## config.mk

```make
export PLATFORM = sky130hd
export DESIGN_NAME = iic_adc_slave
export DESIGN_NICKNAME = d
export VERILOG_FILES = /design/src/rtl/iic_pkg.sv /design/src/rtl/iic_edge_sync.sv /design/src/rtl/iic_adc_slave.sv
export SDC_FILE = /design/constraint.sdc
export NUM_CORES = 1
export LEC_CHECK = 0
export ABC_CLOCK_PERIOD_IN_PS = 2200
export BUFFER_PORTS_ARGS = -buffer_cell sky130_fd_sc_hd__buf_2
export CAP_MARGIN = 15
export CORE_ASPECT_RATIO = 1.2
export CORE_MARGIN = 4
export CORE_UTILIZATION = 56
export DETAILED_ROUTE_END_ITERATION = 10
export PLACE_DENSITY = 0.79
export SYNTH_ARGS = -nofsm -noshare
export SYNTH_HDL_FRONTEND = slang
export SYNTH_HIERARCHICAL = 1
export SYNTH_SLANG_ARGS = --single-unit
```

## constraint.sdc

```tcl
create_clock -name clk -period 2.2 [get_ports clk]
set_clock_uncertainty 0.15 [all_clocks]
set_input_delay 0.33 -clock clk [delete_from_list [all_inputs] [get_ports clk]]
set_output_delay 0.33 -clock clk [all_outputs]
set_load 0.01 [all_outputs]
```

## src/rtl/iic_pkg.sv

```systemverilog
// Shared types and constants for the PCF8591-style I2C ADC/DAC slave.
package iic_pkg;

    typedef enum logic [2:0] {
        IDLE,
        ADDR,
        ADDR_ACK,
        WR_BYTE,
        WR_ACK,
        RD_BYTE,
        RD_ACK,
        IGNORE
    } state_t;

    localparam logic [6:0]  PCF8591_ADDR = 7'h48;
    localparam int unsigned CTRL_CH_LSB  = 0;
    localparam int unsigned CTRL_CH_MSB  = 1;
    localparam int unsigned CTRL_AUTOINC = 2;
    localparam logic [7:0]  CONV_RESET   = 8'h80;

    function automatic logic [7:0] ch_select(input logic [31:0] data, input logic [1:0] ch);
        ch_select = data[{ch, 3'b000} +: 8];
    endfunction

endpackage

```

## src/rtl/iic_edge_sync.sv

```systemverilog
// Two-flop synchronizer plus a run-length glitch filter for one I2C line.
// The filtered level flips only after FILT_LEN consecutive differing samples.
module iic_edge_sync #(
    parameter int unsigned FILT_LEN = 3
) (
    input  logic clk,
    input  logic rst,
    input  logic line_i,
    output logic level_o,
    output logic rise_o,
    output logic fall_o
);

    localparam int unsigned CW = (FILT_LEN > 1) ? $clog2(FILT_LEN) : 1;

    logic          meta_q, sync_q;
    logic          level_q, level_d;
    logic          rise_q, rise_d;
    logic          fall_q, fall_d;
    logic [CW-1:0] cnt_q, cnt_d;

    // Idle bus is high, so every flop comes out of reset at 1.
    always_ff @(posedge clk or posedge rst) begin
        if (rst) begin
            meta_q  <= 1'b1;
            sync_q  <= 1'b1;
            level_q <= 1'b1;
            rise_q  <= 1'b0;
            fall_q  <= 1'b0;
            cnt_q   <= '0;
        end else begin
            meta_q  <= line_i;
            sync_q  <= meta_q;
            level_q <= level_d;
            rise_q  <= rise_d;
            fall_q  <= fall_d;
            cnt_q   <= cnt_d;
        end
    end

    always_comb begin
        level_d = level_q;
        rise_d  = 1'b0;
        fall_d  = 1'b0;
        cnt_d   = '0;
        if (sync_q != level_q) begin
            if (cnt_q == CW'(FILT_LEN - 1)) begin
                level_d = sync_q;
                rise_d  = sync_q;
                fall_d  = ~sync_q;
            end else begin
                cnt_d = cnt_q + 1'b1;
            end
        end
    end

    assign level_o = level_q;
    assign rise_o  = rise_q;
    assign fall_o  = fall_q;

endmodule

```

## src/rtl/iic_adc_slave.sv

```systemverilog
// I2C slave modelled on the PCF8591: control/DAC writes and ADC channel reads.
// All bus decoding runs on filtered SCL/SDA levels and their edge flags.
module iic_adc_slave
    import iic_pkg::*;
#(
    parameter logic [6:0]  DEV_ADDR = PCF8591_ADDR,
    parameter int unsigned FILT_LEN = 3
) (
    input  logic        clk,
    input  logic        rst,
    input  logic        scl_i,
    input  logic        sda_i,
    output logic        sda_oe,
    input  logic [31:0] ch_data,
    output logic [7:0]  ctrl_reg,
    output logic [7:0]  dac_data,
    output logic        dac_wr,
    output logic        busy
);

    logic scl, scl_rise, scl_fall;
    logic sda, sda_rise, sda_fall;
    logic start, stop;

    iic_edge_sync #(.FILT_LEN(FILT_LEN)) u_scl_sync (
        .clk     (clk),
        .rst     (rst),
        .line_i  (scl_i),
        .level_o (scl),
        .rise_o  (scl_rise),
        .fall_o  (scl_fall)
    );

    iic_edge_sync #(.FILT_LEN(FILT_LEN)) u_sda_sync (
        .clk     (clk),
        .rst     (rst),
        .line_i  (sda_i),
        .level_o (sda),
        .rise_o  (sda_rise),
        .fall_o  (sda_fall)
    );

    assign start = sda_fall & scl;
    assign stop  = sda_rise & scl;

    state_t     state_q, state_d;
    logic [3:0] bit_cnt_q, bit_cnt_d;
    logic [7:0] rx_q, rx_d;
    logic [7:0] tx_q, tx_d;
    logic       first_q, first_d;
    logic [7:0] ctrl_q, ctrl_d;
    logic [7:0] dac_q, dac_d;
    logic       dac_wr_q, dac_wr_d;
    logic       busy_q, busy_d;
    logic       sda_oe_q, sda_oe_d;
    logic [7:0] conv_q, conv_d;
    logic [1:0] chan_q, chan_d;

    logic [7:0] wr_byte;
    logic [7:0] ch_byte;
    logic       addr_match;

    assign wr_byte    = {rx_q[6:0], sda};
    assign ch_byte    = ch_select(ch_data, chan_q);
    assign addr_match = (rx_q[7:1] == DEV_ADDR);

    always_ff @(posedge clk or posedge rst) begin
        if (rst) begin
            state_q   <= IDLE;
            bit_cnt_q <= '0;
            rx_q      <= '0;
            tx_q      <= '0;
            first_q   <= 1'b0;
            ctrl_q    <= '0;
            dac_q     <= '0;
            dac_wr_q  <= 1'b0;
            busy_q    <= 1'b0;
            sda_oe_q  <= 1'b0;
            conv_q    <= CONV_RESET;
            chan_q    <= '0;
        end else begin
            state_q   <= state_d;
            bit_cnt_q <= bit_cnt_d;
            rx_q      <= rx_d;
            tx_q      <= tx_d;
            first_q   <= first_d;
            ctrl_q    <= ctrl_d;
            dac_q     <= dac_d;
            dac_wr_q  <= dac_wr_d;
            busy_q    <= busy_d;
            sda_oe_q  <= sda_oe_d;
            conv_q    <= conv_d;
            chan_q    <= chan_d;
        end
    end

    always_comb begin
        state_d = state_q;
        if (stop) begin
            state_d = IDLE;
        end else if (start) begin
            state_d = ADDR;
        end else begin
            case (state_q)
                ADDR:     if (scl_fall && bit_cnt_q == 4'd8) state_d = addr_match ? ADDR_ACK : IGNORE;
                ADDR_ACK: if (scl_fall) state_d = rx_q[0] ? RD_BYTE : WR_BYTE;
                WR_BYTE:  if (scl_fall && bit_cnt_q == 4'd8) state_d = WR_ACK;
                WR_ACK:   if (scl_fall) state_d = WR_BYTE;
                RD_BYTE:  if (scl_fall && bit_cnt_q == 4'd8) state_d = RD_ACK;
                RD_ACK:   if (scl_rise) state_d = sda ? IGNORE : RD_BYTE;
                default:  state_d = state_q;
            endcase
        end
    end

    always_comb begin
        bit_cnt_d = bit_cnt_q;
        rx_d      = rx_q;
        tx_d      = tx_q;
        first_d   = first_q;
        ctrl_d    = ctrl_q;
        dac_d     = dac_q;
        dac_wr_d  = 1'b0;
        busy_d    = busy_q;
        sda_oe_d  = sda_oe_q;
        conv_d    = conv_q;
        chan_d    = chan_q;
        if (stop) begin
            sda_oe_d  = 1'b0;
            busy_d    = 1'b0;
            bit_cnt_d = '0;
        end else if (start) begin
            sda_oe_d  = 1'b0;
            bit_cnt_d = '0;
        end else begin
            case (state_q)
                ADDR: begin
                    if (scl_rise && bit_cnt_q < 4'd8) begin
                        rx_d      = wr_byte;
                        bit_cnt_d = bit_cnt_q + 4'd1;
                    end
                    if (scl_fall && bit_cnt_q == 4'd8) begin
                        sda_oe_d = addr_match;
                        busy_d   = addr_match;
                    end
                end
                ADDR_ACK: begin
                    if (scl_fall) begin
                        bit_cnt_d = '0;
                        first_d   = ~rx_q[0];
                        if (rx_q[0]) begin
                            sda_oe_d = ~conv_q[7];
                            tx_d     = {conv_q[6:0], 1'b0};
                        end else begin
                            sda_oe_d = 1'b0;
                        end
                    end
                end
                WR_BYTE: begin
                    if (scl_rise && bit_cnt_q < 4'd8) begin
                        rx_d      = wr_byte;
                        bit_cnt_d = bit_cnt_q + 4'd1;
                        // Commit on the 8th rising edge so a STOP straight after a full byte keeps it.
                        if (bit_cnt_q == 4'd7) begin
                            if (first_q) begin
                                ctrl_d  = wr_byte;
                                chan_d  = wr_byte[CTRL_CH_MSB:CTRL_CH_LSB];
                                first_d = 1'b0;
                            end else begin
                                dac_d    = wr_byte;
                                dac_wr_d = 1'b1;
                            end
                        end
                    end
                    if (scl_fall && bit_cnt_q == 4'd8) sda_oe_d = 1'b1;
                end
                WR_ACK: begin
                    if (scl_fall) begin
                        sda_oe_d  = 1'b0;
                        bit_cnt_d = '0;
                    end
                end
                RD_BYTE: begin
                    if (scl_rise && bit_cnt_q < 4'd8) bit_cnt_d = bit_cnt_q + 4'd1;
                    // Entered either with bit7 already driven (after address) or undriven (after master ACK).
                    if (scl_fall) begin
                        if (bit_cnt_q == 4'd8) begin
                            sda_oe_d = 1'b0;
                        end else begin
                            sda_oe_d = ~tx_q[7];
                            tx_d     = {tx_q[6:0], 1'b0};
                        end
                    end
                end
                RD_ACK: begin
                    if (scl_rise) begin
                        conv_d    = ch_byte;
                        bit_cnt_d = '0;
                        if (ctrl_q[CTRL_AUTOINC]) chan_d = chan_q + 2'd1;
                        if (!sda) tx_d = ch_byte;
                    end
                end
                default: ;
            endcase
        end
    end

    assign sda_oe   = sda_oe_q;
    assign ctrl_reg = ctrl_q;
    assign dac_data = dac_q;
    assign dac_wr   = dac_wr_q;
    assign busy     = busy_q;

endmodule

```

==> results.md <==
- Outcome: complete, no violations
- Slew Viols, Final: 0
- RSZ-0062 raised after global routing: no
- DRT Pass-1 Iters: 5
- Clk buf depth: 2
- Mapped Nets: 311
- Met2 usage: 0.346
- Routed via count: 2501
- Pin count of the biggest net entering global routing: 36
- Clk slew on worst S/H paths: 0.07 ns
- NumNets Final: 379
- TritonCTS clock tree: done
- Worst slew pin tran: 0.566 ns
- Dpl hpwl: 5110 microns
- Switching power total: 1.13 mW
- Final Setup Violations: 0
- Core ar.: 6010 sq um
- Grt met3 use: 0.0528
- Setup Fix Bufs, Post-CTS: 0
- Final cell count without fillers: 428
- Synth warn: 6
- Synth Instances: 273
- Int Power: 2.52 mW
- Relative slew slack: 0.618
- Routed WL: 7290 microns
- Area growth from synthesis to layout: 20.6%
- Worst r2r src: state_q[1]$_DFFE_PP0P_
- Post-synth ARST share: 1.00
- DR iter-0 viols: 125
- Die width: 79.5 microns
- Endpoints failing hold: 0
- Final TNS setup: 0 ns
- Commonest non-fill, non-tap cell in the layout: dfrtp_1
- Reg2reg path depth: 5
- Multi-input gate area: 1620 sq um
- Leak pwr: 2.04 nW
- Vias in the first global route: 2556
- Power share of the clock group: 0.321
- Row count: 31
- #FFs+latches synth: 67
- Crit end category: flop
- Placed Cells: 409
- Seq. cell area: 1690 sq um
- Post-synth EDFFs: 0
- Worst skew pair latency: 0.35 ns
- Fin crit period: 2.09 ns
- Critical Path RT: 2.28 ns
- Vias/cell: 5.84
- Fillcell total: 427
- DRC Markers: 0
- Post-Syn Area: 3440 sq um
- Worst VDD drop: 0.771 mV
- Maximum fanout along the worst path: 10
- Die Area: 7460 sq um
- GR Overflow Total: 0
- Seq/Total Area, Yosys: 0.491
- Worst hold path class: flop to flop
- Die extent in y: 93.8 microns
- Switching Share: 0.311
- Root Buffer: clkbuf_8
- Initial antenna violation count: 0
- Comb power frac: 0.269
- H-tree levels: 3
- Max-Cap Viols: 0
- R2r setup slk: 0.11 ns
- Critical path origin: state_q[1]$_DFFE_PP0P_
- Most Crowded Layer GR: met2
- I/O pin cnt: 55
- Share of layout cells above drive strength 1: 0.431
- Startpoint types: flop
- GPL Wtd Cong: 0.900
- Buffers added on ports: 54
- Met1 usage: 0.257
- Period utilization: 0.948
- Ant diodes: 0
- Top FF cell, synth: dfrtp_1
- Critical setup path kind: flop to flop
- Drt wl/cell: 17.0 microns
- GR Util All Layers: 0.209
- First-pass GRT wire length: 12000 microns
- Commonest non-fill, non-tap cells in the layout: 59 x dfrtp_1, 54 x buf_2, 32 x mux2_2
- Worst Setup EP: tx_q[1]$_DFFE_PP0P_
- RR Endpoint: tx_q[1]$_DFFE_PP0P_
- Num CTS Buffers: 9
- Syn_area_per_cell: 12.6 sq um
- Initial Utilization: 0.571
- Yosys cell types: 55
- Data arrival, critical path: 2.16 ns
- Detail Route Antenna Nets: 0
- # clock sinks: 67
- Pwr Density: 881 nW/um^2
- FMAX: 0.479 GHz
- Flop pwr share: 0.410
[power groups by stage]
stage	clock network (mW)	registers (mW)	logic [mW]
final	1.17	1.50	0.983
after global routing	1.25	1.52	1.08
after CTS	1.20	1.49	0.977
after detailed placement	0	1.51	0.964
after global placement	0	1.51	0.940
after floorplan	0	1.48	0.725
[layer usage]
metal,wire (microns),vias up
li1,-,1170
met1,2990,1252
met2,3830,66
met3,358,13
met4,110,0
met5,0,-
[critical path, stage by stage (launching register included)]
cell	delay (ns)
dfrtp_1	0.48
or3b_2	0.50
nor2b_1	0.15
o211a_1	0.20
buf_4	0.18
mux2_4	0.31
[cells in the mapped netlist, types with 3 or more instances]
library cell | number | share of area
a21oi_1 | 7 | 0.010
a221o_1 | 7 | 0.020
and2_1 | 9 | 0.016
and3b_1 | 5 | 0.013
and4b_1 | 3 | 0.0087
buf_2 | 8 | 0.012
clkbuf_1 | 8 | 0.0087
dfrtp_1 | 60 | 0.44
dfstp_2 | 7 | 0.054
inv_1 | 8 | 0.0087
mux2_2 | 32 | 0.10
mux2_4 | 9 | 0.039
mux2i_1 | 3 | 0.0087
mux4_1 | 3 | 0.023
mux4_2 | 5 | 0.033
nand2_1 | 8 | 0.0087
nand2b_1 | 4 | 0.0073
nand3_1 | 6 | 0.0087
nor2_1 | 5 | 0.0055
nor2b_1 | 7 | 0.013
nor3_1 | 4 | 0.0058
nor3b_1 | 7 | 0.015
nor4bb_1 | 3 | 0.0087
o211a_1 | 3 | 0.0087
o21ai_0 | 8 | 0.012
o31ai_1 | 3 | 0.0066
[metrics by stage]
| step | instance area, sq um | total power [mW] | worst slack (ns) | hold slack [ns] | utilization |
|---|---|---|---|---|---|
| 6_report | 4140 | 3.65 | 0.114 | 0.209 | 0.689 |
| 3_5_place_dp | 3880 | 2.48 | 0.0671 | 0.144 | 0.645 |
| 2_1_floorplan | 3440 | 2.21 | 0.247 | -0.0188 | - |
| 4_1_cts | 4140 | 3.67 | 0.0466 | 0.207 | 0.689 |
| 3_3_place_gp | 3880 | 2.45 | 0.142 | 0.142 | 0.645 |
| 5_1_grt | 4140 | 3.84 | 0.0303 | 0.199 | 0.689 |
[how the worst min path moves through the flow]
stage                                    endpoint  depth (start not counted)                   startpoint
detailed placement  u_scl_sync/cnt_q[0]$_DFF_PP0_                          2                          rst
global route          u_sda_sync/sync_q$_DFF_PP1_                          0  u_sda_sync/meta_q$_DFF_PP1_
CTS                   u_sda_sync/sync_q$_DFF_PP1_                          0  u_sda_sync/meta_q$_DFF_PP1_
floorplan           u_scl_sync/cnt_q[0]$_DFF_PP0_                          1                          rst
global placement      u_sda_sync/fall_o$_DFF_PP0_                          2                          rst
finish                u_sda_sync/sync_q$_DFF_PP1_                          0  u_sda_sync/meta_q$_DFF_PP1_
[layout make-up]
cell class,count,area share
well taps,82,0.0248
repair buffers,76,0.113
clock buffers,10,0.0332
multi-input cells,179,0.392
inverters,8,0.00725
clock inverters,6,0.0229
flip-flops and latches,67,0.407
[repair_timing]
item                                    4_1_cts  5_1_grt
gates resized for setup                       0        1
endpoints found under the setup margin        0        3
hold buffers                                  3        0
endpoints found under the hold margin        27        0
[cell families (layout without fill, tap and decap cells)]
family	count (synthesis)	count (layout)	synth area share
and+or+nand+nor	75	75	0.146
DFF	67	67	0.491
muxes	52	52	0.209
AOI/OAI and AO/OA	48	48	0.106
buffers and inverters	27	100	0.0368
adders and majority gates	2	2	0.00728
xor gates and xnor gates	2	2	0.00510
No activity file was read; power rests on OpenSTA's default activity.
